[src/rtl/swap_pkg.sv]
// Shared definitions for the memory swap controller: FSM states, write-address
// mux select codes and the start-to-done latency.
package swap_pkg;

    typedef enum logic [2:0] {
        ST_IDLE = 3'd0,
        ST_RD_A = 3'd1,
        ST_RD_B = 3'd2,
        ST_WR_A = 3'd3,
        ST_WR_B = 3'd4,
        ST_DONE = 3'd5
    } swap_state_t;

    localparam logic [1:0] SEL_EXT  = 2'd0;
    localparam logic [1:0] SEL_ZERO = 2'd1;
    localparam logic [1:0] SEL_A    = 2'd2;
    localparam logic [1:0] SEL_B    = 2'd3;

    localparam int unsigned SWAP_LATENCY = 5;

endpackage

[src/rtl/swap_ctrl.sv]
// Swap sequencer: read A, read B, write B->A, write A->B, then pulse done.
// Owns the memory ports during a swap; the external user gets them when idle.
//
// state   | meaning
// --------+--------------------------------------------------------------
// ST_IDLE | external pass-through, start accepted
// ST_RD_A | read address_A
// ST_RD_B | read address_B, capture A's data into tmp_a
// ST_WR_A | write B's data (bypassed from rd_data) to address_A
// ST_WR_B | write tmp_a to address_B
// ST_DONE | done pulse, external path still blocked
module swap_ctrl
    import swap_pkg::*;
#(
    parameter int addr_w_N    = 7,
    parameter int data_w_Bits = 8
) (
    input  logic                   clk,
    input  logic                   rst,
    input  logic                   start,
    input  logic [addr_w_N-1:0]    addr_a_in,
    input  logic [addr_w_N-1:0]    addr_b_in,
    input  logic                   ext_we,
    input  logic [data_w_Bits-1:0] ext_wdata,
    input  logic [addr_w_N-1:0]    ext_rd_addr,
    input  logic [data_w_Bits-1:0] rd_data,
    output logic [1:0]             sel,
    output logic [addr_w_N-1:0]    address_A,
    output logic [addr_w_N-1:0]    address_B,
    output logic [addr_w_N-1:0]    rd_addr,
    output logic                   mem_we,
    output logic [data_w_Bits-1:0] mem_wdata,
    output logic                   busy,
    output logic                   done,
    output logic                   ext_drop
);

    swap_state_t            state;
    swap_state_t            state_nxt;
    logic [data_w_Bits-1:0] tmp_a;

    always_ff @(posedge clk) begin
        if (rst) begin
            state     <= ST_IDLE;
            address_A <= '0;
            address_B <= '0;
            tmp_a     <= '0;
        end else begin
            state <= state_nxt;
            if (state == ST_IDLE && start) begin
                address_A <= addr_a_in;
                address_B <= addr_b_in;
            end
            if (state == ST_RD_B) begin
                tmp_a <= rd_data;
            end
        end
    end

    always_comb begin
        state_nxt = state;
        sel       = SEL_EXT;
        rd_addr   = address_A;
        mem_we    = 1'b0;
        mem_wdata = '0;
        busy      = 1'b0;
        done      = 1'b0;
        ext_drop  = 1'b0;

        case (state)
            ST_IDLE: begin
                rd_addr   = ext_rd_addr;
                mem_we    = ext_we;
                mem_wdata = ext_wdata;
                if (start) begin
                    state_nxt = ST_RD_A;
                end
            end
            ST_RD_A: begin
                busy      = 1'b1;
                rd_addr   = address_A;
                state_nxt = ST_RD_B;
            end
            ST_RD_B: begin
                busy      = 1'b1;
                rd_addr   = address_B;
                state_nxt = ST_WR_A;
            end
            ST_WR_A: begin
                busy      = 1'b1;
                sel       = SEL_A;
                mem_we    = 1'b1;
                mem_wdata = rd_data;
                rd_addr   = address_B;
                state_nxt = ST_WR_B;
            end
            ST_WR_B: begin
                busy      = 1'b1;
                sel       = SEL_B;
                mem_we    = 1'b1;
                mem_wdata = tmp_a;
                state_nxt = ST_DONE;
            end
            ST_DONE: begin
                done      = 1'b1;
                state_nxt = ST_IDLE;
            end
            default: begin
                state_nxt = ST_IDLE;
            end
        endcase

        if (state != ST_IDLE) begin
            ext_drop = ext_we;
        end

        // Reset aborts at once: nothing may reach memory while rst is high.
        if (rst) begin
            sel       = SEL_EXT;
            rd_addr   = '0;
            mem_we    = 1'b0;
            mem_wdata = '0;
            busy      = 1'b0;
            done      = 1'b0;
            ext_drop  = 1'b0;
        end
    end

endmodule

[config.mk]
export PLATFORM = sky130hd
export DESIGN_NAME = swap_ctrl
export DESIGN_NICKNAME = d
export VERILOG_FILES = /design/src/rtl/swap_pkg.sv /design/src/rtl/swap_ctrl.sv
export SDC_FILE = /design/constraint.sdc
export NUM_CORES = 1
export LEC_CHECK = 0
export ABC_AREA = 1
export CAP_MARGIN = 20
export CORE_AREA = 2 2 74 62
export CTS_CLUSTER_DIAMETER = 100
export DETAILED_ROUTE_END_ITERATION = 10
export DIE_AREA = 0 0 76 64
export PLACE_DENSITY_LB_ADDON = 0.2
export SYNTH_ARGS = -nofsm -noshare
export SYNTH_HDL_FRONTEND = slang
export SYNTH_SLANG_ARGS = --single-unit
export TNS_END_PERCENT = 30
[constraint.sdc]
create_clock -name clk -period 1.4 [get_ports clk]
set_input_delay 0.14 -clock clk [delete_from_list [all_inputs] [get_ports clk]]
set_output_delay 0.14 -clock clk [all_outputs]
set_load 0.02 [all_outputs]
==> flow_summary.toml, run 1 <==
[outcome]
status = "finished with violations"
violations = "setup timing"

[finish]
drive_gt1_share_pct = 32.3
final_common_cell = "nand2_1"
mostFrequentLayoutCells = "76 x nand2_1, 46 x nor2_1, 44 x buf_4"
fin_area_sq_um = 2990
antenna_cells = 0
fillers = 300
final_nets = 423
area_growth_pct = 84.1

[grt]
grt-ovfl-total = 0
grt_pass1_wl_mm = 8.36
grt_max_degree = 29
track_usage_pct = 20.7
antenna_found_initial = 0
grt_pass1_vias = 1896

[drt]
drt_iter0_markers = 136
drt_wl_total_mm = 5.53
dr.pass1.iters = 5
ant_nets = 0
route.detailed.drc = 0
vias = 2097
viasPerCell = 4.79
routedWlPerCell_um = 12.6

[sta]
drv_slew = 0
hold_violations = 0
fin_crit_ps = 1590
finalWorstSetupSlack_ps = -188
rsz0062_at_grt = "true"
slew_headroom_pct = 78.8
fin_crit_sh_pct = 113
fin_skew_ps = 10.8
worst_pin_slew_ps = 318
setup_viol_count_final = 35
fmax_ghz = 0.630

[floorplanning]
die_y_um = 64
start_util_pct = 39.9
fp.dieArea_sq_um = 4860
io_pins = 76
core_area_sq_um = 4070
die_x_um = 76
rows = 21

[clocking]
clockBufferDepth = 2
cts-htree-levels = 1
cts_buffers = 3
worstSkewPairLatency_ps = 280
clkSlewWorstSetupHoldPaths_ps = 100
clock_sinks = 25
cts-root-buf = "clkbuf_8"
ctsHoldBuffers = 0
cts_tree = "done"

[worst_hold_path]
hp-start = "addr_a_in[4]"
hold_depth = 3
hold_class = "primary input to register"
min_to = "address_A[4]$_SDFFE_PP0P_"

[pwr]
leakage_nw = 1.60
ir_drop_v = 0.000588
p_total_mw = 2.71
power.density_nw_per_um2 = 906

[synthesis]
synth_area_leader_cell = "dfxtp_1"
synthCells = 271
synth_top_area_share_pct = 30.8
ys_warn_count = 0
synthTopCellsByArea = "dfxtp_1 31%, nand2_1 18%, nor2_1 12%, nand3_1 9.9%, inv_1 8.3%"
netlist_area_sq_um = 1620
synth_nets = 312
synth_cell_types = 21
ys_seq_area_share_pct = 30.8
synth_seq_cells = 25
syn_avg_cell_area_sq_um = 5.99

[place]
port-buffer-count = 75
dp.final_hpwl_mm = 3.59
placed_cell_area_sq_um = 2620
gp_congestion = 0.786

[critical_path]
r2r-end = "address_A[0]$_SDFFE_PP0P_"
arrival_ps = 1450
cp-start-kind = "register"
crit_path_end_kind = "output pin"
crit_fanout = 8
r2r_cells = 8
ff2ff_setup_slack_ps = -80
r2r_start = "state[0]$_SDFFE_PP0P_"
crit_required_ps = 1260
crit_type = "register to output pin"

[flow_run]
cap_viol_max_count = 0
[kinds of logic after synthesis]
group	Yosys count	share of synthesized area [%]
buffers and inverters	54	16.9
AOI/OAI and AO/OA	10	3.08
DFF	25	30.8
and+or+nand+nor	182	49.2
[registers in the layout, summed over array words and instances (netlist names)]
name,cells
address_A,7
address_B,7
state,3
tmp_a,8
[worst max-delay path, cell delays in order, from the launching register on]
cell and delay, ps:
dfxtp_4 370, nor2_4 130, buf_6 140, buf_8 140, nand3_2 80, nand3_2 80, nand2_2 50, inv_2 60
buf_6 110
[how the worst max path moves through the flow]
stage	depth (start not counted)	end	startpoint
after global routing	8	mem_wdata[0]	state[0]$_SDFFE_PP0P_
after global placement	6	rd_addr[6]	rst
after floorplan	5	done	state[2]$_SDFFE_PP0P_
after detailed placement	6	rd_addr[2]	rst
final	8	mem_wdata[0]	state[0]$_SDFFE_PP0P_
after CTS	8	mem_wdata[1]	state[1]$_SDFFE_PP0P_
[through the flow]
step	setup TNS [ps]	hold slack (ps)	util [%]	instances	setup WS, ps
final	-3420	427	73.4	438	-188
after global placement	-6470	453	64.4	425	-343
after CTS	-1800	435	68.2	437	-116
after detailed placement	-6820	456	64.4	425	-377
after floorplan	0	209	-	271	5.72
after global routing	-6160	438	73.4	438	-264
[synth_stat cells]
library cell / count
nand2_2: 2
nor2_1: 53
inv_2: 2
nand3_4: 1
clkbuf_1: 3
nand3_1: 32
nor3_1: 2
a21oi_1: 9
buf_12: 1
buf_4: 1
dfxtp_1: 25
nand4_1: 8
nand2_4: 1
buf_6: 6
o21ai_1: 1
inv_4: 1
inv_1: 36
nand2_1: 79
buf_2: 4
nand3_2: 3
nor2_4: 1
[what timing repair did]
action	CTS	global route
pin swaps	9	20
endpoints found under the setup margin	37	49
endpoints found under the hold margin	0	0
gates cloned	2	0
buffers inserted	6	1
resized for setup	143	53
[report_power, final]
part / internal [mW] / leakage, nW / switching, mW
Sequential: 0.787 / 0.208 / 0.0541
Clock: 0.205 / 0.0228 / 0.246
Combinational: 0.666 / 1.36 / 0.751
Total: 1.66 / 1.60 / 1.05
[area by class of cell]
| class | instances | area [sq um] | share of cell area [%] |
|---|---|---|---|
| clock buffers | 4 | 45.0 | 1.51 |
| inverters | 39 | 156 | 5.23 |
| multi-input cells | 193 | 1060 | 35.5 |
| flip-flops and latches | 25 | 512 | 17.1 |
| well taps | 57 | 71.3 | 2.38 |
| repair buffers | 119 | 1140 | 38.0 |
| repair inverters | 1 | 7.51 | 0.251 |
[routing by layer]
metal	GRT usage, %	wire length [um]	part of all wire [%]	up-vias
li1	-	-	-	1050
met1	26.4	2340	42	975
met2	35.7	2760	50	62
met3	4.80	324	5.9	10
met4	5.00	96	1.7	0
met5	0	0	0	-
No activity file was read; power rests on OpenSTA's default activity.
==> run 2: changes to the inputs <==
HOLD_SLACK_MARGIN = 0.12   (was unset)
==> results of run 2 <==
The final DEF is identical to that of run 1; final timing and power are the same.
==> run 3: changes to the inputs <==
PLACE_DENSITY_LB_ADDON = 0.1   (was 0.2)
==> run 3 against run 2 <==
The flow still finishes with violations (setup timing). Non-clock buffer count shrank 8. Sequential share of layout area increased by 1.0 points. Clock skew shrank 7.4 ps. Final area down 6.8%. Cell count is 2.1% lower. Via count shrank 5.0%. Count of clock-buffer cells in the layout fell by 1. Largest power group unchanged.
==> flow_summary.toml, run 3 (synthesis results as in run 1) <==
[floorplanning]
start_util_pct = 39.9
die_x_um = 76
io_pins = 76
fp.dieArea_sq_um = 4860
core_area_sq_um = 4070
rows = 21
die_y_um = 64

[grt]
track_usage_pct = 20.0
grt_pass1_vias = 1788
antenna_found_initial = 0
grt_pass1_wl_mm = 7.95
grt_max_degree = 29
grt-ovfl-total = 0

[critical_path]
cp_num_buf_inv = 3
path_cells = "nor2_4, buf_6, nand3_1, nand3_1, nand2_1, inv_1, buf_6"
crit_type = "register to output pin"
cp-start-kind = "register"
r2r_start = "state[0]$_SDFFE_PP0P_"
slowest_delay_ps = 370
crit_end = "mem_wdata[0]"
r2r_cells = 6
crit_path_end_kind = "output pin"
critPathTopFamily = "simple AND/OR/NAND/NOR gates"
crit_slowest_cell = "dfxtp_4"
ff2ff_setup_slack_ps = 10
crit_required_ps = 1260
crit_fanout = 8
crit_start = "state[0]$_SDFFE_PP0P_"
r2r-end = "address_A[5]$_SDFFE_PP0P_"
cp.depth = 7
arrival_ps = 1440

[sta]
fmax_ghz = 0.632
hold_violations = 0
worst_pin_slew_ps = 311
fin_crit_sh_pct = 113
fin_crit_ps = 1580
setup_viol_count_final = 19
finalWorstSetupSlack_ps = -182
fin_setup_tns_ps = -2830
drv_slew = 0
slew_headroom_pct = 79.3
fin_skew_ps = 3.39
rsz0062_at_grt = "true"

[drt]
route.detailed.drc = 0
dr.pass1.iters = 5
ant_nets = 0
routedWlPerCell_um = 11.8
drt_wl_total_mm = 5.05
viasPerCell = 4.65
vias = 1993
drt_iter0_markers = 109

[pwr]
switching_power_mw = 0.974
power.density_nw_per_um2 = 912
ir_drop_v = 0.000605
leakage_nw = 1.50
pwr-share-comb_pct = 49.6
p_int_mw = 1.57
pwr-share-seq_pct = 32.8
power_switching_share_pct = 38.3
pwr-share-clk_pct = 17.7

[flow_run]
cap_viol_max_count = 0

[finish]
largest_register_ffs = 8
multi_input_area_sq_um = 966
antenna_cells = 0
final_nets = 414
mostFrequentLayoutCells = "78 x nand2_1, 50 x nor2_1, 44 x clkdlybuf4s50_1"
fillers = 390
area_growth_pct = 71.6
final_common_cell = "nand2_1"
largest_registers = "tmp_a: 8 flops, address_A: 7 flops, address_B: 7 flops"
drive_gt1_share_pct = 26.1
largest_register = "tmp_a"
postLayoutCoreUtil_pct = 68.4
register_area_sq_um = 505

[place]
gp_congestion = 0.828
port-buffer-count = 75
dp.final_hpwl_mm = 3.56

[clocking]
cts-root-buf = "clkbuf_8"
clkSlewWorstSetupHoldPaths_ps = 90
ctsHoldBuffers = 0
clockBufferDepth = 2
clock_sinks = 25
cts_tree = "done"
cts_buffers = 3
cts-htree-levels = 1
worstSkewPairLatency_ps = 270

[worst_hold_path]
hold_class = "primary input to register"

[outcome]
status = "finished with violations"
violations = "setup timing"
[run 3: cell type report]
class / count / area share, %
timing repair buffer: 111 / 37.6
multi-input combinational: 193 / 34.6
sequential: 25 / 18.1
inverter: 39 / 5.43
tap: 57 / 2.56
clock buffer: 3 / 1.48
clock inverter: 1 / 0.180
[run 3: routing by layer]
layer | track usage (%) | up-vias | wire length (um)
met3 | 4.52 | 2 | 279
met1 | 26.0 | 898 | 2400
met2 | 34.2 | 64 | 2340
met5 | 0 | - | 0
li1 | - | 1029 | -
met4 | 4.55 | 0 | 29
[run 3: how the worst min path moves through the flow]
stage | startpoint | to | slack [ps] | cells past startpoint
3_5_place_dp | tmp_a[6]$_SDFFE_PP0N_ | tmp_a[6]$_SDFFE_PP0N_ | 450 | 2
6_report | addr_a_in[1] | address_A[1]$_SDFFE_PP0P_ | 440 | 3
2_1_floorplan | rst | tmp_a[7]$_SDFFE_PP0N_ | 210 | 1
4_1_cts | addr_b_in[0] | address_B[0]$_SDFFE_PP0P_ | 440 | 3
3_3_place_gp | tmp_a[6]$_SDFFE_PP0N_ | tmp_a[6]$_SDFFE_PP0N_ | 450 | 2
5_1_grt | addr_b_in[3] | address_B[3]$_SDFFE_PP0P_ | 460 | 3
[run 3: tightest hold or removal path: cells and delay by family]
kind / cells / cell delay, ps
AND/OR/NAND/NOR: 2 / 150
buffers and inverters: 1 / 400
[run 3: what timing repair did]
action | CTS | global route
pin swaps | 2 | 9
resized for setup | 113 | 40
buffers inserted | 2 | 2
endpoints found under the setup margin | 27 | 47
gates cloned | 0 | 1
[run 3: through the flow]
step	cell area [sq um]	power (mW)	hold slack (ps)	std cells	setup slack [ps]
2_1_floorplan	1620	1.51	209	271	5.72
3_3_place_gp	2600	2.04	452	420	-379
3_5_place_dp	2600	2.05	450	420	-433
4_1_cts	2620	2.48	438	426	-143
5_1_grt	2790	2.71	460	429	-277
6_report	2790	2.54	439	429	-182
[run 3: power groups by stage]
| stage | combinational, mW | clock, mW | sequential, mW |
|---|---|---|---|
| 2_1_floorplan | 0.608 | 0 | 0.906 |
| 3_3_place_gp | 1.19 | 0 | 0.847 |
| 3_5_place_dp | 1.20 | 0 | 0.849 |
| 4_1_cts | 1.19 | 0.454 | 0.835 |
| 5_1_grt | 1.37 | 0.490 | 0.845 |
| 6_report | 1.26 | 0.449 | 0.834 |
